===== config.mk =====
export PLATFORM = sky130hd
export DESIGN_NAME = top_uart_golden_top
export DESIGN_NICKNAME = d
export VERILOG_FILES = /design/src/rtl/uart_pkg.sv /design/src/rtl/top_uart_golden_top_baud_prescaler.sv /design/src/rtl/top_uart_golden_top.sv
export SDC_FILE = /design/constraint.sdc
export NUM_CORES = 1
export LEC_CHECK = 0
export ABC_AREA = 1
export CAP_MARGIN = 20
export CORE_UTILIZATION = 35
export DETAILED_ROUTE_END_ITERATION = 6
export SLEW_MARGIN = 5
export SYNTH_ARGS = -nofsm -noshare
export SYNTH_HDL_FRONTEND = slang
export SYNTH_SLANG_ARGS = --single-unit

===== constraint.sdc =====
create_clock -name CLOCK_50 -period 3.95 [get_ports CLOCK_50]
set_clock_uncertainty 0.15 [all_clocks]
set_input_delay 0.395 -clock CLOCK_50 [delete_from_list [all_inputs] [get_ports CLOCK_50]]
set_output_delay 0.395 -clock CLOCK_50 [all_outputs]
set_load 0.01 [all_outputs]

===== src/rtl/uart_pkg.sv =====
// uart_pkg: shared constants and helpers for the UART golden top.
//   baud_sel_t   - SW[2:1] baud-select encodings
//   tx/rx state  - FSM state encodings
//   SEG_*        - active-low seven-segment codes, order {g,f,e,d,c,b,a}
//   baud_divisor - rounded CLK_FREQ_HZ / baud, for constant elaboration only
//   baud_hex     - six-digit baud display {HEX5..HEX0}, leading zeros blanked
package uart_pkg;

    typedef enum logic [1:0] {
        BAUD_4800   = 2'b00,
        BAUD_9600   = 2'b01,
        BAUD_19200  = 2'b10,
        BAUD_115200 = 2'b11
    } baud_sel_t;

    typedef enum logic [1:0] {TX_IDLE, TX_START, TX_DATA, TX_STOP} tx_state_t;
    typedef enum logic [1:0] {RX_IDLE, RX_START, RX_DATA, RX_STOP} rx_state_t;

    localparam logic [6:0] SEG_BLANK = 7'h7F;
    localparam logic [6:0] SEG_DIGIT [0:9] = '{
        7'h40, 7'h79, 7'h24, 7'h30, 7'h19, 7'h12, 7'h02, 7'h78, 7'h00, 7'h10
    };

    function automatic int unsigned baud_rate(baud_sel_t sel);
        case (sel)
            BAUD_4800:   return 4800;
            BAUD_9600:   return 9600;
            BAUD_19200:  return 19200;
            default:     return 115200;
        endcase
    endfunction

    function automatic int unsigned baud_divisor(baud_sel_t sel, int unsigned clk_hz);
        return (clk_hz + baud_rate(sel) / 2) / baud_rate(sel);
    endfunction

    function automatic logic [41:0] baud_hex(baud_sel_t sel);
        case (sel)
            BAUD_4800:   return {SEG_BLANK, SEG_BLANK, SEG_DIGIT[4], SEG_DIGIT[8],
                                 SEG_DIGIT[0], SEG_DIGIT[0]};
            BAUD_9600:   return {SEG_BLANK, SEG_BLANK, SEG_DIGIT[9], SEG_DIGIT[6],
                                 SEG_DIGIT[0], SEG_DIGIT[0]};
            BAUD_19200:  return {SEG_BLANK, SEG_DIGIT[1], SEG_DIGIT[9], SEG_DIGIT[2],
                                 SEG_DIGIT[0], SEG_DIGIT[0]};
            default:     return {SEG_DIGIT[1], SEG_DIGIT[1], SEG_DIGIT[5], SEG_DIGIT[2],
                                 SEG_DIGIT[0], SEG_DIGIT[0]};
        endcase
    endfunction

endpackage


===== src/rtl/top_uart_golden_top_baud_prescaler.sv =====
// baud_prescaler: divides clk down to a one-cycle tick per baud period.
//   clk, rst_n - clock, asynchronous active-low reset
//   sel        - baud select (SW[2:1] encoding)
//   restart    - reload the counter (frame start)
//   tick       - one-cycle pulse every divisor cycles
// HALF_PHASE=1 makes the first tick after a restart arrive half a divisor
// later (mid-bit sampling for the receiver).
module baud_prescaler
    import uart_pkg::*;
#(
    parameter int unsigned CLK_FREQ_HZ = 50000000,
    parameter bit          HALF_PHASE  = 1'b0
) (
    input  logic       clk,
    input  logic       rst_n,
    input  logic [1:0] sel,
    input  logic       restart,
    output logic       tick
);

    localparam int unsigned DIV_4800   = baud_divisor(BAUD_4800,   CLK_FREQ_HZ);
    localparam int unsigned DIV_9600   = baud_divisor(BAUD_9600,   CLK_FREQ_HZ);
    localparam int unsigned DIV_19200  = baud_divisor(BAUD_19200,  CLK_FREQ_HZ);
    localparam int unsigned DIV_115200 = baud_divisor(BAUD_115200, CLK_FREQ_HZ);
    localparam int unsigned CW         = $clog2(DIV_4800);

    logic [31:0]   div;
    logic [CW-1:0] div_m1;
    logic [CW-1:0] load_val;
    logic [CW-1:0] cnt;
    logic [1:0]    sel_q;
    logic          sel_change;

    always_comb begin
        div = DIV_4800;
        case (baud_sel_t'(sel))
            BAUD_4800:   div = DIV_4800;
            BAUD_9600:   div = DIV_9600;
            BAUD_19200:  div = DIV_19200;
            BAUD_115200: div = DIV_115200;
            default:     div = DIV_4800;
        endcase
    end

    assign div_m1     = CW'(div - 32'd1);
    assign load_val   = HALF_PHASE ? CW'(div - div / 32'd2) : '0;
    assign sel_change = (sel != sel_q);
    assign tick       = (cnt == div_m1) && !restart && !sel_change;

    always_ff @(posedge clk or negedge rst_n) begin
        if (!rst_n) begin
            cnt   <= '0;
            sel_q <= 2'b00;
        end else begin
            sel_q <= sel;
            if (restart || sel_change)
                cnt <= load_val;
            else if (cnt == div_m1)
                cnt <= '0;
            else
                cnt <= cnt + 1'b1;
        end
    end

endmodule


===== src/rtl/top_uart_golden_top.sv =====
// top_uart_golden_top: 8N1 UART transmitter/receiver with switch control.
//   CLOCK_50 - system clock          RESET_N - async active-low reset
//   KEY[0]   - send request (active-high, rising edge)
//   SW       - [0] enable, [2:1] baud, [3] RX en, [4] TX en, [9:5] TX data
//   LEDR     - [7:0] last RX byte, [8] TX busy, [9] RX frame error
//   HEX0..5  - selected baud rate in decimal (active-low)
//   GPIO_0   - [0] TX line out, [1] RX line in, others high-Z
module top_uart_golden_top
    import uart_pkg::*;
#(
    parameter int unsigned CLK_FREQ_HZ = 50000000
) (
    input  logic       CLOCK_50,
    input  logic       RESET_N,
    input  logic [3:0] KEY,
    input  logic [9:0] SW,
    output logic [9:0] LEDR,
    output logic [6:0] HEX0,
    output logic [6:0] HEX1,
    output logic [6:0] HEX2,
    output logic [6:0] HEX3,
    output logic [6:0] HEX4,
    output logic [6:0] HEX5,
    inout  wire  [35:0] GPIO_0
);

    logic [1:0] rst_pipe;
    logic       rst_n;
    logic [1:0] key_sync, rx_sync;
    logic       key_q, rx_q, send_req, rx_fall, rx_bit;
    logic       tx_active, tx_start, tx_tick, tx_line, tx_busy;
    logic       rx_armed, rx_go, rx_tick, rx_err;
    logic [7:0] tx_shift, rx_shift, rx_byte;
    logic [2:0] tx_cnt, rx_cnt;
    logic [41:0] hex_q;
    tx_state_t  tx_state;
    rx_state_t  rx_state;
    logic       unused_inputs;

    // Asserts asynchronously, releases two clocks after RESET_N rises.
    always_ff @(posedge CLOCK_50 or negedge RESET_N) begin
        if (!RESET_N) rst_pipe <= '0;
        else          rst_pipe <= {rst_pipe[0], 1'b1};
    end
    assign rst_n = rst_pipe[1];

    always_ff @(posedge CLOCK_50 or negedge rst_n) begin
        if (!rst_n) begin
            key_sync <= 2'b00;
            key_q    <= 1'b0;
            rx_sync  <= 2'b11;
            rx_q     <= 1'b1;
        end else begin
            key_sync <= {key_sync[0], KEY[0]};
            key_q    <= key_sync[1];
            rx_sync  <= {rx_sync[0], GPIO_0[1]};
            rx_q     <= rx_sync[1];
        end
    end

    assign send_req  = key_sync[1] & ~key_q;
    assign rx_fall   = rx_q & ~rx_sync[1];
    assign rx_bit    = rx_sync[1];
    assign tx_active = SW[0] & SW[4];
    assign tx_start  = send_req & tx_active & (tx_state == TX_IDLE);
    assign rx_armed  = SW[0] & SW[3];
    assign rx_go     = rx_armed & rx_fall & (rx_state == RX_IDLE);

    baud_prescaler #(.CLK_FREQ_HZ(CLK_FREQ_HZ), .HALF_PHASE(1'b0)) u_tx_baud (
        .clk(CLOCK_50), .rst_n(rst_n), .sel(SW[2:1]), .restart(tx_start), .tick(tx_tick)
    );

    baud_prescaler #(.CLK_FREQ_HZ(CLK_FREQ_HZ), .HALF_PHASE(1'b1)) u_rx_baud (
        .clk(CLOCK_50), .rst_n(rst_n), .sel(SW[2:1]), .restart(rx_go), .tick(rx_tick)
    );

    always_ff @(posedge CLOCK_50 or negedge rst_n) begin
        if (!rst_n) begin
            tx_state <= TX_IDLE;
            tx_line  <= 1'b1;
            tx_busy  <= 1'b0;
            tx_shift <= '0;
            tx_cnt   <= '0;
        end else if (tx_state != TX_IDLE && !tx_active) begin
            tx_state <= TX_IDLE;
            tx_line  <= 1'b1;
            tx_busy  <= 1'b0;
        end else begin
            case (tx_state)
                TX_IDLE: if (tx_start) begin
                    tx_shift <= {3'b000, SW[9:5]};
                    tx_line  <= 1'b0;
                    tx_busy  <= 1'b1;
                    tx_state <= TX_START;
                end
                TX_START: if (tx_tick) begin
                    tx_line  <= tx_shift[0];
                    tx_shift <= {1'b0, tx_shift[7:1]};
                    tx_cnt   <= '0;
                    tx_state <= TX_DATA;
                end
                TX_DATA: if (tx_tick) begin
                    if (tx_cnt == 3'd7) begin
                        tx_line  <= 1'b1;
                        tx_state <= TX_STOP;
                    end else begin
                        tx_line  <= tx_shift[0];
                        tx_shift <= {1'b0, tx_shift[7:1]};
                        tx_cnt   <= tx_cnt + 1'b1;
                    end
                end
                TX_STOP: if (tx_tick) begin
                    tx_busy  <= 1'b0;
                    tx_state <= TX_IDLE;
                end
                default: tx_state <= TX_IDLE;
            endcase
        end
    end

    always_ff @(posedge CLOCK_50 or negedge rst_n) begin
        if (!rst_n) begin
            rx_state <= RX_IDLE;
            rx_shift <= '0;
            rx_cnt   <= '0;
            rx_byte  <= '0;
            rx_err   <= 1'b0;
        end else if (!rx_armed) begin
            rx_state <= RX_IDLE;
        end else begin
            case (rx_state)
                RX_IDLE:  if (rx_fall) rx_state <= RX_START;
                RX_START: if (rx_tick) begin
                    rx_cnt   <= '0;
                    rx_state <= rx_bit ? RX_IDLE : RX_DATA;
                end
                RX_DATA: if (rx_tick) begin
                    rx_shift <= {rx_bit, rx_shift[7:1]};
                    rx_cnt   <= rx_cnt + 1'b1;
                    if (rx_cnt == 3'd7) rx_state <= RX_STOP;
                end
                RX_STOP: if (rx_tick) begin
                    if (rx_bit) begin
                        rx_byte <= rx_shift;
                        rx_err  <= 1'b0;
                    end else begin
                        rx_err  <= 1'b1;
                    end
                    rx_state <= RX_IDLE;
                end
                default: rx_state <= RX_IDLE;
            endcase
        end
    end

    always_ff @(posedge CLOCK_50 or negedge rst_n) begin
        if (!rst_n)     hex_q <= {6{SEG_BLANK}};
        else if (SW[0]) hex_q <= baud_hex(baud_sel_t'(SW[2:1]));
        else            hex_q <= {6{SEG_BLANK}};
    end

    assign {HEX5, HEX4, HEX3, HEX2, HEX1, HEX0} = hex_q;
    assign LEDR           = {rx_err, tx_busy, rx_byte};
    assign GPIO_0[0]      = tx_line;
    assign GPIO_0[35:1]   = {35{1'bz}};
    assign unused_inputs  = ^{KEY[3:1], GPIO_0[35:2]};

endmodule


# After elaboration in Yosys (flattened, before gate mapping)
# Cells that the tools add are included.
totals:
  register_bits: 117
  in_bits: 16
  out_inout_bits: 88
  wordCells: 141
op_classes:
  n_addsub: 6
  n_eq_ne: 30
  mux: 45
  bitwise: 11
  n_reduce_logical: 30
op_table:
  columns: ["operator", "count"]
  rows:
  - ["one-hot mux 38 bit (3 select lines)", 1]
  - ["one-hot mux 15 bit (4 select lines)", 1]
  - ["2-to-1 mux 14 bit", 4]
  - ["2-to-1 mux 42 bit", 1]
  - ["2-to-1 mux 8 bit", 4]
  - ["adder 14 x 1 -> 14 bit (second input constant)", 2]
  - ["== test 14 bit", 2]
  - ["inequality test 3 bit (second input constant)", 9]
  - ["2-to-1 mux 2 bit", 13]
  - ["one-hot mux 8 bit (3 select lines)", 1]
  - ["one-hot mux 2 bit (4 select lines)", 2]
  - ["2-to-1 mux 3 bit", 5]
  - ["AND reduction 5 bit", 3]
  - ["subtractor 14 x 1 -> 14 bit (second input constant)", 1]
  - ["subtractor 14 bit", 1]
  - ["== test 2 bit (second input constant)", 6]
  - ["one-hot mux 3 bit (2 select lines)", 2]
  - ["AND reduction 4 bit", 3]
  - ["inequality test 2 bit (second input constant)", 5]
  - ["2-to-1 mux 1 bit", 9]
  - ["AND reduction 3 bit", 3]
  - ["bitwise AND 1 bit", 8]
  - ["adder 3 x 1 -> 3 bit (second input constant)", 2]
  - ["== test 2 x 1 -> 1 bit (second input constant)", 3]
  - ["15 further kinds", 31]

# Logic depth before layout (Yosys ltp)
# Gate-level depths: netlist of the first run.
depth:
  ltp_word: 10
  ltp_mapped: 15
  depth_no_buf: 13

# By module
# Synthesis of the first run repeated with hierarchy kept, for this count alone.
unflattened:
  hier_cells: 661
  hier_area_um2: 5218.8
modules_own_cells:
  columns: ["mod", "n_inst", "cells_per_inst", "area_each_um2", "seq_area_each_um2"]
  rows:
  - ["top_uart_golden_top", 1, 314, 2782.7, 1239.9]
  - ["baud_prescaler at u_rx_baud", 1, 197, 1358.8, 400.4]
  - ["baud_prescaler at u_tx_baud", 1, 150, 1077.3, 400.4]

# Worst setup path before layout of the first run
# No wires, ideal clock.
synth_timing:
  path_kind: "input-to-reg"
  startpoint: "input SW[1]"
  endpoint: "register rx_shift[7]"
  setup_time_ns: 0.117
  t_arrival_ns: 1.956
  path_slack_ns: 1.727
  stages: 13
  n_path_buf: 2
  cell_sequence: "inv_1 ha_1 buf_2 xor2_1 nor2_1 nand2_1 nor2_2 nand3_2 nor2_4 buf_6 nand2_4 nand2_1 o21ai_2"
synth_via:
  elab_chain_len: 7
synth_lines:
  columns: ["item", "line", "rtl"]
  rows:
  - ["start: declaration", "top_uart_golden_top.sv:16", "input logic [9:0] SW,"]
  - ["== test 2 bit, or another cell as far along", "top_uart_golden_top_baud_prescaler.sv:36", "case (baud_sel_t'(sel))"]
  - ["one-hot mux 15 bit (4 select lines)", null, null]
  - ["subtractor 14 x 1 -> 14 bit", "top_uart_golden_top_baud_prescaler.sv:45", "assign div_m1 = CW'(div - 32'd1);"]
  - ["== test 14 bit", "top_uart_golden_top_baud_prescaler.sv:48", "assign tick = (cnt == div_m1) && !restart && !sel_change;"]
  - ["logical AND 1 bit", "top_uart_golden_top_baud_prescaler.sv:48", null]
  - ["logical AND 1 bit *", "top_uart_golden_top_baud_prescaler.sv:48", null]
  - ["AND reduction 3 bit (no source line) *", null, null]
  - ["end signal: assignment", "top_uart_golden_top.sv:138", "rx_shift <= {rx_bit, rx_shift[7:1]};"]
  - ["end: declaration", "top_uart_golden_top.sv:33", "logic [7:0] tx_shift, rx_shift, rx_byte;"]
# Mark *: on every way between the ends. The rest lies on a longest branch, timed or not. The select of a mux whose other input is x is not followed.
# A chain may end at the register's enable or synchronous reset.

# Worst setup path after layout of the first run
layout_timing:
  startpoint: "input SW[1]"
  endpoint: "register rx_byte[5]"
layout_via:
  elab_chain_len: 7
layout_lines:
  columns: ["item", "line", "rtl"]
  rows:
  - ["== test 2 bit, or another cell as far along", "top_uart_golden_top_baud_prescaler.sv:36", null]
  - ["one-hot mux 15 bit (4 select lines)", null, null]
  - ["subtractor 14 x 1 -> 14 bit", "top_uart_golden_top_baud_prescaler.sv:45", null]
  - ["== test 14 bit", "top_uart_golden_top_baud_prescaler.sv:48", null]
  - ["logical AND 1 bit", "top_uart_golden_top_baud_prescaler.sv:48", null]
  - ["logical AND 1 bit *", "top_uart_golden_top_baud_prescaler.sv:48", null]
  - ["AND reduction 4 bit (no source line) *", null, null]
  - ["end signal: assignment", "top_uart_golden_top.sv:144", "rx_byte <= rx_shift;"]
  - ["end: declaration", "top_uart_golden_top.sv:33", null]
# Marks and branches as above.

==> results.md, run 1 <==
- Worst path bufs/invs: 2
- Critical Path End Type: flip-flop
- First-pass GRT wire length: 16,860 µm
- Post-DP HPWL: 7487 µm
- Largest net degree at the start of global routing: 38
- Syn. warnings: 0
- CP delay by family, top: simple AND/OR/NAND/NOR gates
- Core box area: 13,510 µm²
- Area Overhead vs Synth: 12.75%
- Starting density of the core: 36.47%
- F_max: 327.2 MHz
- Cell Chain, Critical Path: clkdlybuf4s50_1 > inv_1 > ha_1 > xor2_1 > nor2_1 > nand2_1 > nor2_2 > nand3_2 > nor2_4 > nand3_2 > nand2_1 > nand2_1
- Reg power frac: 41.2%
- Total power: 2.359 mW
- Sequential area share after synthesis: 40.41%
- Grt peak-use layer: met2
- Max Cap Viol: 0
- Max Slew Vio Count: 0
- Hold WC Path Type: input pin to flip-flop
- Slowest Stage Delay on Critical Path: 600 ps
- CTS Buffer Depth: 2
- Later-pin clock latency in the skew report: 340 ps
- Routed wire length: 9906 µm
- Status: finished, final reports clean
- Finish-stage setup viols: 0
- Post-synth EDFFs: 0
- Sequential cell area: 1992 µm²
- Post-route DRC: 0
- Worst setup margin: 893.7 ps
- Cells after Synth: 625
- M3 GR Usage: 2.783%
- CTS tree: yes
- Port bufs: 51
- Final hold vios: 0
- Clock slew at reported path FFs: 60 ps
- Cell-internal power: 1.598 mW
- Worst-Margin Slew: 980.5 ps
- Sw Pwr: 0.7615 mW
- Crit-path slowest cell: clkdlybuf4s50_1
- Clk pwr share: 34.5%
- Mean Syn Cell Area: 7.882 µm²
- DIE AREA: 14,550 µm²
- Cell area after synthesis: 4926 µm²
- DRT antenna net count: 0
- Pleak: 2.728 nW
- Wirelength per Cell: 11.86 µm
- Via count: 3,804
- Vias in the first global route: 3,587
- Arr. time, crit path: 3140 ps
- Max VDD drop: 221.2 µV
- Pwr Density: 424.7 nW/µm²
- Antenna violations before repair: 0
- Ant diodes: 0
- Die width: 120.6 µm
- RSZ-0062 raised after global routing: no
- Setup TNS: 0 ps
- Required @ worst endpoint: 4030 ps
- Rel. slew slack: 34.39%
- Fin nets: 689
- GR Overflow Total: 0
- H-tree Lvls: 3
- Multi-input logic area: 2266 µm²
- Die Height: 120.6 µm
- Most used cell, CP: nand2_1
- Place WS: 528.3 ps
- Min Tclk post-route: 3056 ps
- Routability cong.: 0.9051
- Num ports: 104
- GR Util All Layers: 14.63%
- Clk sink count: 79
- Crit path max fanout: 15
- Site Rows: 42
- Ys flop type: dfrtp_1
- Num CTS Buffers: 9
- Root Buffer: clkbuf_16
- Met2 GRT Util: 23.56%
- Netlist cell types: 39
- CP Launch Type: input pin
- Synth Register Bits: 79
- GR Layer Usage met1: 18.69%
- Logic pwr share: 24.3%
- Iter 0 DRT Violations: 237
- Async SR Flop Fraction: 100.0%
- Share of layout cells above drive strength 1: 7.739%
- Post-CTS Repair Setup Buffers: 0
- Via density per instance: 4.556
- Sw Share: 32.28%
- First-pass DRT Iterations: 4
- Tcrit/Tclk final: 77.38%
- Worst setup path class: input pin to flip-flop
- Fill cells: 1,343
- CTS Hold Bufs: 0
- PostCTS Resize Cnt: 0
worst register-to-register path, cell delays in order, from the launching register on:
cell and delay [ps]:
dfrtp_1 640, nor2_1 120, nand2_1 90, nor2_1 70, nor2_4 240, nand3_2 190
nor2_4 360, nand3_2 260, nand2_1 120, nand2_1 50
registers in the layout, summed over array words and instances, names as in the netlist, 2 cells and up:
register         count
hex_q                7
tx_cnt               3
tx_state             2
rx_cnt               3
rx_shift             8
rx_state             2
tx_shift             5
u_rx_baud.cnt       14
key_sync             2
rx_byte              8
rst_pipe             2
rx_sync              2
u_rx_baud.sel_q      2
u_tx_baud.cnt       14
worst paths after layout:
check	from	end	slack (ps)	cells after the start
min in group asynchronous	RESET_N	rst_pipe[1]	60	1
max in group asynchronous	rst_pipe[1]	hex_q[27]	2590	1
worst min register to register	rst_pipe[1]	tx_cnt[1]	210	0
worst max-delay path	SW[1]	rx_byte[5]	890	12
worst min-delay path	GPIO_0[0]	GPIO_0[0]	20	2
worst max register to register	rx_state[1]	rx_byte[5]	1570	9
Yosys cell counts (3+ instances only):
cell	n	area, µm²
clkbuf_1	4	15.01
nand3b_1	3	22.52
or2_2	3	18.77
nor3_1	7	35.03
nand3_1	35	175.2
o211ai_1	3	22.52
xnor2_1	7	61.31
ha_1	19	237.7
buf_4	74	555.5
o21ai_0	19	95.09
inv_1	59	221.5
nor2_1	58	217.7
buf_2	7	35.03
nor2_2	4	25.02
nand4_1	16	100.1
a31oi_1	3	18.77
a21oi_1	10	50.05
nand3_2	3	30.03
dfstp_2	11	289.0
xor2_1	18	157.7
nand2_1	164	615.6
mux2i_1	4	40.04
o22ai_1	3	18.77
dfrtp_1	68	1702
power groups by stage:
stage	Sequential, mW	Clock, mW	Combinational, mW
after floorplan	0.972	0	0.477
after CTS	0.973	0.838	0.575
final	0.972	0.815	0.572
after detailed placement	0.987	0	0.574
after global placement	0.981	0	0.558
after global routing	0.986	0.866	0.657
layout by cell type (no fill, tap or decap), types with 4 or more instances in the layout:
cell             instances
nand2_1                164
a21oi_1                 10
xor2_1                  18
nand4_1                 16
inv_1                   59
nand3_1                 35
clkdlybuf4s50_1         51
nor2_2                   4
conb_1                  50
clkbuf_16                9
xnor2_1                  7
ha_1                    19
dfrtp_1                 67
mux2i_1                  4
o21ai_0                 19
buf_4                    5
nor2_1                  58
dfstp_2                 11
nor3_1                   7
cell families (layout without fill, tap and decap cells):
logic type      after synthesis  after routing  synth area share [%]
simple gates                300            300                 26.47
buf+inv                     148            134                 17.25
flops                        79             79                 40.41
compound gates               48             48                 5.639
xor+xnor                     25             25                 4.445
fa+ha+maj                    19             19                 4.826
mux                           4              4                0.8128
other cells                   2             50                0.1525
layout make-up:
type	count	area share, %
Sequential cell	79	35.86
Tap cell	176	3.965
Clock inverter	3	0.4506
Clock buffer	13	4.866
Timing Repair Buffer	56	9.867
Inverter	62	4.190
Multi-Input combinational cell	446	40.80
per-stage QoR:
step	hold WS (ps)	std cells	instance area [µm²]	util, %
2_1_floorplan	-50.59	673	5106	-
3_3_place_gp	185.3	819	5259	38.94
3_5_place_dp	194.1	819	5259	38.94
4_1_cts	15.21	835	5554	41.12
5_1_grt	54.32	835	5554	41.12
6_report	23.11	835	5554	41.12
layer usage:
| metal | part of all wire (%) | vias to the layer above | routed length (µm) |
|---|---|---|---|
| li1 | - | 1913 | - |
| met1 | 46 | 1767 | 4600 |
| met2 | 47 | 107 | 4651 |
| met3 | 3.8 | 17 | 376 |
| met4 | 2.8 | 0 | 277 |
| met5 | 0 | - | 0 |
No activity file was read; power rests on OpenSTA's default activity.
==> inputs of run 2 (changes only) <==
- clock period: 3.95 -> 2.8 ns (I/O delays scaled with it)
==> run 2 against run 1 <==
Compared with the run above: register-to-register slack got worse by 880 ps; setup slack lost 610 ps; global-route usage up 0.22 points; flip-flop and latch count stayed put; critical endpoint is now tx_cnt[2].
==> results.md, run 2 (synthesis gave the netlist of run 1 again) <==
- Final hold vios: 0 (unchanged)
- Rel. slew slack: 57.22% (+23 points)
- Routed wire length: 9926 µm (+0.20%)
- Cell Area, Placed: 5371 µm² (+2.1%)
- CTS Buffer Depth: 2 (unchanged)
- Critical Path End Type: flip-flop
- Post-route DRC: 0 (unchanged)
- First-pass DRT Iterations: 4 (unchanged)
- Fill cells: 1,328 (-1.1%)
- Clk sink count: 79 (unchanged)
- Min Tclk post-route: 2516 ps
- Worst-Margin Slew: 641.7 ps (-338.7 ps)
- Iter 0 DRT Violations: 313 (+32%)
- Sw Share: 33.26% (+0.98 points)
- Die width: 120.6 µm (unchanged)
- Multi-input logic area: 2273 µm² (+0.33%)
- H-tree Lvls: 3 (unchanged)
- Post-CTS Repair Setup Buffers: 0 (unchanged)
- Die Height: 120.6 µm (unchanged)
- Tcrit/Tclk final: 89.86%
- GR Util All Layers: 14.85% (+0.22 points)
- Top Registers: u_rx_baud.cnt x14, u_tx_baud.cnt x14
- Sequential cell area: 1992 µm² (unchanged)
- Final core occ: 42.13% (+1.0 points)
- Num ports: 104 (unchanged)
- Ant diodes: 0 (unchanged)
- Root Buffer: clkbuf_16
- Site Rows: 42 (unchanged)
- Clock slew at reported path FFs: 60 ps (about the same)
- Vias in the first global route: 3,604 (+0.47%)
- Num CTS Buffers: 9 (unchanged)
- Share of layout cells above drive strength 1: 10.36% (+2.6 points)
- Pwr Density: 589.2 nW/µm² (+39%)
- Largest net degree at the start of global routing: 53 (+39%)
- CP Launch Type: input pin
- Pleak: 2.803 nW (+2.7%)
- Cell-internal power: 2.237 mW (+40%)
- Antenna violations before repair: 0 (unchanged)
- DIE AREA: 14,550 µm² (unchanged)
- Port bufs: 51 (unchanged)
- Logic pwr share: 25.5% (+1.2 points)
- Place WS: -106.8 ps (-635.1 ps)
- Reg power frac: 40.5% (-0.7 points)
- Max Cap Viol: 0 (unchanged)
- Sw Pwr: 1.115 mW (+46%)
- DRT antenna net count: 0 (unchanged)
- CTS tree: yes
- Crit path max fanout: 6 (-9)
- First-pass GRT wire length: 16,930 µm (+0.41%)
- Starting density of the core: 36.47% (unchanged)
- GR Overflow Total: 0 (unchanged)
- Fin nets: 706 (+2.5%)
- Arr. time, crit path: 2590 ps (-550 ps)
- Area Overhead vs Synth: 15.49%
- Routability cong.: 0.9021 (-0.33%)
- Max VDD drop: 310.0 µV (+40%)
- Status: finished, final reports clean
- Setup TNS: 0 ps (unchanged)
- Cell area after layout: 5689 µm² (+2.4%)
- Core box area: 13,510 µm² (unchanged)
- Via density per instance: 4.539 (-0.37%)
- Most frequent cells in the layout: nand2_1, dfrtp_1, inv_1
- F_max: 397.5 MHz
- Via count: 3,867 (+1.7%)
- RSZ-0062 raised after global routing: no
- Max Slew Vio Count: 0 (unchanged)
- Wirelength per Cell: 11.65 µm (-1.8%)
- Clk pwr share: 34.0% (-0.5 points)
- Non-filler cells, final: 852 (+2.0%)
- Required @ worst endpoint: 2870 ps (-1160 ps)
- Later-pin clock latency in the skew report: 350 ps (about the same)
- Post-DP HPWL: 7520 µm (+0.43%)
- Finish-stage setup viols: 0 (unchanged)
- Hold WC Path Type: flip-flop to asynchronous set/reset pin
- Worst setup margin: 284.0 ps (-609.6 ps)
- Inst Count DP: 834 (+1.8%)
- Worst setup path class: input pin to flip-flop
- Commonest non-fill, non-tap cell in the layout: nand2_1
==> run 2: power by group through the flow <==
stage                     registers, mW  logic, mW  clock network, mW
final                              1.36      0.855               1.14
after global routing               1.38      0.981               1.24
after CTS                          1.36      0.857               1.17
after detailed placement           1.38      0.841                  0
after global placement             1.37      0.817                  0
after floorplan                    1.37      0.672                  0
==> run 2: stage by stage <==
step                hold WS (ps)  power (mW)
finish                     101.2       3.352
CTS                        120.8       3.385
floorplan                 -165.6       2.044
global placement           116.1       2.189
global route               147.7       3.592
detailed placement         124.0       2.220
==> run 2: final cells by class <==
type	instances	area share [%]
clock buffers	10	4.201
well taps	176	3.871
multi-input cells	446	39.96
inverters	62	4.091
repair buffers	73	11.96
flip-flops and latches	79	35.01
clock inverters	6	0.9017
==> run 2: path summary, 6_finish.rpt <==
| check | from | endpoint | slack (ps) | cells past startpoint |
|---|---|---|---|---|
| setup / recovery | SW[1] | tx_cnt[2] | 280 | 13 |
| hold / removal | rst_pipe[1] | u_tx_baud.cnt[0] | 100 | 1 |
| setup reg to reg | tx_state[0] | tx_cnt[2] | 690 | 10 |
| hold reg to reg | rst_pipe[1] | u_tx_baud.cnt[0] | 100 | 1 |
| max in group asynchronous | rst_pipe[1] | u_rx_baud.cnt[3] | 1840 | 1 |
| min in group CLOCK_50 | rst_pipe[0] | rst_pipe[1] | 200 | 0 |
==> run 2: worst max-delay path, cell delays in order <==
cell,delay [ps]
clkdlybuf4s50_1,510
inv_1,90
buf_4,150
ha_1,270
nor2_2,180
xor2_1,230
nand2_1,70
nor2_1,120
nand3_1,160
nand2_1,140
nand3_1,170
nand2_1,100
o21ai_0,90
==> run 2: layer usage <==
metal / up-vias / global-route usage [%] / wire [µm]
li1: 1948 / - / -
met1: 1784 / 19.04 / 4561
met2: 114 / 24.21 / 4747
met3: 21 / 2.830 / 407
met4: 0 / 6.713 / 210
met5: - / 0 / 0
==> run 2: repair_timing <==
action                                 in CTS  in global routing
gates resized for setup                     0                  3
setup endpoints to repair                   0                  3
endpoints found under the hold margin       3                  0
hold buffers                                2                  0
==> inputs of run 3 (changes only) <==
- CTS_CLUSTER_DIAMETER: default -> 120
==> results of run 3 <==
The final DEF is identical to that of run 2; final timing and power are the same.
